[config.mk]
export PLATFORM = sky130hd
export DESIGN_NAME = parity_arbiter
export DESIGN_NICKNAME = d
export VERILOG_FILES = /design/src/rtl/parity_arbiter.sv
export SDC_FILE = /design/constraint.sdc
export NUM_CORES = 1
export LEC_CHECK = 0
export BUFFER_PORTS_ARGS = -buffer_cell sky130_fd_sc_hd__buf_2
export CAP_MARGIN = 40
export CORE_MARGIN = 8
export CORE_UTILIZATION = 31
export CTS_BUF_LIST = sky130_fd_sc_hd__clkbuf_8
export CTS_CLUSTER_DIAMETER = 50
export DETAILED_ROUTE_END_ITERATION = 16
export HOLD_SLACK_MARGIN = 0.02
export SYNTH_ARGS = -nofsm -noshare
export SYNTH_HDL_FRONTEND = slang
export SYNTH_SLANG_ARGS = --single-unit
[constraint.sdc]
create_clock -name clk -period 1.85 [get_ports clk]
set_clock_uncertainty 0.05 [all_clocks]
set_input_delay 0.185 -clock clk [delete_from_list [all_inputs] [get_ports clk]]
set_output_delay 0.185 -clock clk [all_outputs]
set_load 0.005 [all_outputs]
[src/rtl/parity_arbiter.sv]
// Round-robin sharing of one registered even-parity engine among NREQ requesters.
// Optional result cross-check (chk_err output) enabled by defining PARITY_ARB_CHECK_EN.
module parity_arbiter #(
  parameter int NREQ      = 4,
  parameter int DW        = 5,
  parameter int SETUP_CYC = 1
) (
  input  logic              clk,
  input  logic              n_rst,
  input  logic [NREQ-1:0]   req,
  input  logic [NREQ*DW-1:0] req_data,
  output logic [NREQ-1:0]   gnt,
  output logic [NREQ-1:0]   rsp_valid,
  output logic [DW:0]       rsp_data,
  output logic              busy,
  output logic [DW-1:0]     eng_data,
  output logic              eng_start,
  input  logic [DW:0]       eng_result
`ifdef PARITY_ARB_CHECK_EN
  ,
  output logic              chk_err
`endif
);

  localparam int PW = (NREQ > 1) ? $clog2(NREQ) : 1;
  localparam int CW = $clog2(SETUP_CYC + 1) + 1;

  typedef enum logic [1:0] {IDLE, SETUP, START, CAPT} state_t;

  state_t            state_q, state_d;
  logic [PW-1:0]     ptr_q, ptr_d;
  logic [PW-1:0]     owner_q, owner_d;
  logic [DW-1:0]     data_q, data_d;
  logic [CW-1:0]     cnt_q, cnt_d;
  logic [NREQ-1:0]   gnt_q, gnt_d;
  logic [NREQ-1:0]   rsp_valid_q, rsp_valid_d;
  logic [DW:0]       rsp_data_q, rsp_data_d;
  logic              chk_q, chk_d;
  logic [PW-1:0]     win;
  logic              arb_go;

  // First set request strictly after the pointer, wrapping around.
  function automatic logic [PW-1:0] pick_winner(input logic [NREQ-1:0] r,
                                                input logic [PW-1:0]   p);
    logic [PW-1:0] w;
    logic          found;
    int            idx;
    w     = p;
    found = 1'b0;
    for (int k = 1; k <= NREQ; k++) begin
      idx = (int'(p) + k) % NREQ;
      if (!found && r[idx]) begin
        w     = PW'(idx);
        found = 1'b1;
      end
    end
    return w;
  endfunction

  function automatic logic parity_of(input logic [DW-1:0] d);
    return ^d;
  endfunction

  assign win = pick_winner(req, ptr_q);

  always_comb begin
    state_d     = state_q;
    ptr_d       = ptr_q;
    owner_d     = owner_q;
    data_d      = data_q;
    cnt_d       = cnt_q;
    gnt_d       = '0;
    rsp_valid_d = '0;
    rsp_data_d  = rsp_data_q;
    chk_d       = 1'b0;
    arb_go      = 1'b0;
    case (state_q)
      IDLE: arb_go = |req;
      // First SETUP cycle lets the engine's parity register load; then SETUP_CYC hold cycles.
      SETUP: begin
        if (cnt_q == CW'(SETUP_CYC)) state_d = START;
        else                         cnt_d   = cnt_q + 1'b1;
      end
      START: state_d = CAPT;
      CAPT: begin
        rsp_data_d           = eng_result;
        rsp_valid_d[owner_q] = 1'b1;
        chk_d                = (eng_result != {data_q, parity_of(data_q)});
        state_d              = IDLE;
        // Arbitrate on the same edge as the response so back-to-back grants lose no cycle.
        arb_go               = |req;
      end
      default: state_d = IDLE;
    endcase
    if (arb_go) begin
      gnt_d[win] = 1'b1;
      owner_d    = win;
      ptr_d      = win;
      data_d     = req_data[int'(win)*DW +: DW];
      cnt_d      = '0;
      state_d    = SETUP;
    end
  end

  always_ff @(posedge clk or negedge n_rst) begin
    if (!n_rst) begin
      state_q     <= IDLE;
      ptr_q       <= PW'(NREQ - 1);
      owner_q     <= '0;
      data_q      <= '0;
      cnt_q       <= '0;
      gnt_q       <= '0;
      rsp_valid_q <= '0;
      rsp_data_q  <= '0;
      chk_q       <= 1'b0;
    end else begin
      state_q     <= state_d;
      ptr_q       <= ptr_d;
      owner_q     <= owner_d;
      data_q      <= data_d;
      cnt_q       <= cnt_d;
      gnt_q       <= gnt_d;
      rsp_valid_q <= rsp_valid_d;
      rsp_data_q  <= rsp_data_d;
      chk_q       <= chk_d;
    end
  end

  assign gnt       = gnt_q;
  assign rsp_valid = rsp_valid_q;
  assign rsp_data  = rsp_data_q;
  assign busy      = (state_q != IDLE);
  assign eng_data  = data_q;
  assign eng_start = (state_q == START);

`ifdef PARITY_ARB_CHECK_EN
  assign chk_err = chk_q;
`else
  logic unused_chk;
  assign unused_chk = chk_q;
`endif

endmodule

# == Word level (Yosys, flattened, before mapping) ==
# Index checks and enable logic that the tools add are counted.
# W data, S select, Z words.
# totals
latch_bits,0
wordCells,85
inputBits,32
mem_bits_ro,0
ram_bits,0
mem_count,0
out_inout_bits,21
ff_bits,27
# classes
bitwise,4
eq_ne,6
n_mul,1
order_cmp,8
mux,32
shift,1
div_mod_pow,0
addsub,5
reduce_logical,20
# ops
operator,count
$shiftx A20 B6 Y5,1
$mux W2,9
$lt A3 B4 Y1 const B,4
$mux W1,14
$reduce_or A2 Y1,5
$bmux W1 S2,4
$mux W4,2
$add A2 B1 Y2 const B,3
$lt A2 B3 Y1 const B,2
$pmux W2 S3,1
$logic_and A1 B1 Y1,5
$mul A2 B3 Y5 const B,1
$add A2 B2 Y2 const B,2
$and A1 B1 Y1 const A,4
$demux W1 S2,2
$eq A2 B1 Y1 const B,2
$eq A2 B2 Y1 const B,2
$ge A2 B1 Y1 const B,2
$reduce_and A2 Y1,2
$reduce_bool A2 Y1,2
$reduce_bool A4 Y1,1
$reduce_or A4 Y1,1
$logic_not A1 Y1,3
$ne A3 B3 Y1 const B,1
other kinds (2),2

# == Depth between registers and ports, before layout ==
# depth
word_depth,21
depth_mapped,6
mapped_depth_nobuf,6

# == Least setup slack after synthesis ==
# OpenSTA, ideal clock, no wires.
# synth_timing
path_type,reg2reg
from,register ptr_q[0]
to,"register data_q[1], in the netlist eng_data[1]"
period_less_slack_ns,1.899
required_ns,1.660
path_buffers,1
path_stages_with_launch,7
arrival_time_ns,1.709
setup_time_ns,0.140
path_slack_ns,-0.049
cell_sequence,dfstp_2 nor2b_1 a21o_1 a221oi_4 buf_8 mux2i_1 o221ai_1
# synth_between
elab_chain_cells,16
elab_cells_between_ends,31
cone_classes,add/sub (4); mul (1); shift (1); mux (19); reduce/logical (6)
# synth_lines
element,line,text
"start, declared",31,"logic [PW-1:0] ptr_q, ptr_d;"
"start signal, assigned",108,ptr_q <= PW'(NREQ - 1);
"start signal, assigned",118,ptr_q <= ptr_d;
$add A2 B1 Y2,51,idx = (int'(p) + k) % NREQ;
$bmux W1 S2,52,if (!found && r[idx]) begin
$mux W1 (implied by the code) (2 in a row),52,
$mux W1,52,
$logic_not A1 Y1,52,
$logic_and A1 B1 Y1,52,
$mux W1,52,
$logic_not A1 Y1,52,
$logic_and A1 B1 Y1,52,
$mux W1,52,
$logic_not A1 Y1,52,
$logic_and A1 B1 Y1,52,
$mux W2 *,52,
$mul A2 B3 Y5 *,99,data_d = req_data[int'(win)*DW +: DW];
$shiftx A20 B6 Y5 *,99,
"end signal, assigned",120,data_q <= data_d;
"end, declared",33,"logic [DW-1:0] data_q, data_d;"
# Every way passes the cells marked *; elsewhere a longest branch is shown, timed or not. The select of a mux whose other input is x is not followed.
# A chain may end at the register's enable or synchronous reset.

# == Final worst setup path ==
# layout_timing
from,register ptr_q[0]
to,"register data_q[0], in the netlist eng_data[0]"
# Same word-level chain as after synthesis.

==> results.md <==
- Gpl congestion: 0.687
- Hold Path End: rsp_data[5]
- CP cell instances: nor2b_2 > a21o_1 > a221oi_4 > buf_6 > buf_12 > mux2i_2 > o221ai_2
- Worst setup SP type: flip-flop
- Comb power frac: 0.536
- GRT Total Usage: 0.102
- Post-Syn Area: 1280 um2
- Number of library cell types mapped by synthesis: 24
- Area of the core: 4000 um2
- Nets: 217
- Fin cells: 228
- Drt total wl: 3170 um
- Max-cap violations: 0
- Vias in the first global route: 1141
- Hold_sp: eng_result[5]
- Sw frac: 0.377
- PwrDens: 1690 nW/um2
- Most frequent cells in the layout: buf_2, dfrtp_1, nor2_1, nand2_1, mux2i_1
- DPL Wire Length: 2440 um
- IO Count: 53
- Synthesized net count: 152
- Final Util: 0.443
- Violated checks: negative setup slack
- Die area: 6450 um2
- Cts bufs inserted: 3
- Hold Crit Class: in -> reg
- Final hold vios: 0
- Hold slack: 86.0 ps
- Synth area leaders: dfrtp_1, mux2i_1, ha_1
- Grt ovf: 0
- Final setup margin: -5.53 ps
- First-pass GRT wire length: 5200 um
- Worst stage delay on the critical path: 560 ps
- Max-slew headroom: 0.605
- Clock Pin Slew Worst Setup and Hold Paths: 100 ps
- DRT Pass-1 Iters: 4
- Layout cells sized above 1: 0.461
- Largest net degree at the start of global routing: 28
- RSZ-0062 raised after global routing: yes
- Max H-tree Level: 1
- R2R Path End: eng_data[0]
- Pre-CTS setup slack: -39.2 ps
- CTS tree: done
- Sequential area share after synthesis: 0.529
- # setup viols final: 1
- Commonest non-fill, non-tap cell in the layout: buf_2
- Vias: 1063
- Via density: 4.66
- WHS Path Cells: 2
- Final worst path period share: 1.00
- Design area: 1770 um2
- PortBufs: 52
- FFs w/ async S/R, synth: 1.00
- # placed instances: 217
- Clock sink count: 27
- Starting utilization of the core area: 0.321
- Routed wire length per instance: 13.9 um
- Mapped Cells: 114
- Longest Clk Path Bufs: 2
- 1st-iter DRT viols: 36
- ANT nets after route: 0
- EDFF count, synth: 0
- Fmax: 539 MHz
- Sequential power share: 0.347
- Clock power share: 0.117
- Root buffer cell: clkbuf_8
- Status: finished with violations
- Crit end category: flip-flop
- Top FF cell, synth: dfrtp_1
- Worst Path Required: 1960 ps
- Number of synthesis warnings: 0
- Vert. Die Dim: 80.3 um
- Crit Path Class: reg -> reg
- DRC viols: 0
- FF-to-FF Start: ptr_q[0]
- Peak VDD IR: 672 uV
- Final Critical Period: 1860 ps
- Reg2Reg Setup Slack: -6 ps
- Pint: 0.00187 W
- Post-synth top area cell: dfrtp_1
- Net Sw Power: 0.00113 W
- Post-synth top area share: 0.488
- Syn Area/Cell: 11.2 um2
- Post-synthesis register bit count: 27
- Slowest cell on the critical path: dfstp_2
- Area delta synth->final: 38.2%
- Clock latency on the worst-skew pair: 280 ps
- Post-DP Area: 1620 um2
- Die Wd: 80.3 um
- Crit-path max FO: 7
- Leak: 0.928 nW
- ANT cells: 0
- Floorplan row count: 23
- Worst R2R Path Depth: 7
- Initial antenna violation count: 0
- Fin. max-slew vios: 0
- Worst EP arrival: 1960 ps
- Least-Margin Pin Slew: 593 ps
layer usage:
layer  GRT usage  share of wire
met5           0              0
met4      0.0327          0.014
met1       0.115           0.42
met2       0.168           0.48
met3      0.0469          0.090
power by group through the flow:
stage | Clock [W] | Sequential (W) | Combinational (W)
final | 0.000353 | 0.00104 | 0.00161
after global routing | 0.000394 | 0.00108 | 0.00182
after detailed placement | 0 | 0.00106 | 0.00142
after floorplan | 0 | 0.00106 | 0.000877
after global placement | 0 | 0.00105 | 0.00137
after CTS | 0.000371 | 0.00104 | 0.00157
cells in the mapped netlist (all sizes together) (4+ instances only):
library cell  count
nor2             16
ha                6
dfrtp            25
inv               6
mux2i            10
o221ai            5
mux2              6
nand2            12
o21ai             4
a21oi             4
state kept, by name, summed over array words and instances, names as in the netlist:
register	count
eng_data	5
ptr_q	2
gnt	4
rsp_valid	4
state_q	2
cnt_q	2
owner_q	2
rsp_data	6
worst max-delay path, delay by kind of cell (launching register included):
family | cells | cell delay, ps
AO/OA/AOI/OAI | 3 | 550
AND/OR/NAND/NOR | 1 | 50
multiplexers | 1 | 230
flip-flops | 1 | 560
buffers and inverters | 2 | 290
area by class of cell:
class,count,area (um2)
inverter,6,22.5
timing repair buffer,62,374
clock inverter,1,8.76
fill,377,2230
clock buffer,3,41.3
sequential,27,678
tap,50,62.6
multi-input combinational,79,586
worst max path at each step:
stage | startpoint | endpoint | slack (ps) | cells after the start
6_report | ptr_q[0] | eng_data[0] | -6 | 7
4_1_cts | ptr_q[0] | eng_data[0] | 4 | 7
2_1_floorplan | ptr_q[0] | eng_data[0] | -30 | 6
3_3_place_gp | ptr_q[0] | eng_data[0] | 90 | 6
3_5_place_dp | ptr_q[0] | eng_data[0] | -40 | 6
5_1_grt | ptr_q[0] | eng_data[0] | -90 | 7
stage by stage:
stage	TNS, ps	power, W
detailed placement	-151	0.00249
CTS	0	0.00299
global route	-342	0.00329
finish	-5.53	0.00300
global placement	0	0.00241
floorplan	-144	0.00194
timing repair:
action	4_1_cts	5_1_grt
buffers inserted	3	2
hold endpoints to repair	25	0
gates resized for setup	2	6
endpoints found under the setup margin	5	7
gates cloned	1	0
hold buffers	1	0
kinds of logic after synthesis:
group           after synthesis  synth area share
compound gates               18             0.109
mux                          16             0.131
simple gates                 38             0.134
xor+xnor                      1           0.00683
flops                        27             0.529
fa+ha+maj                     6            0.0585
buf+inv                       8            0.0322
Note: power is estimated with default switching activity, not from simulation.
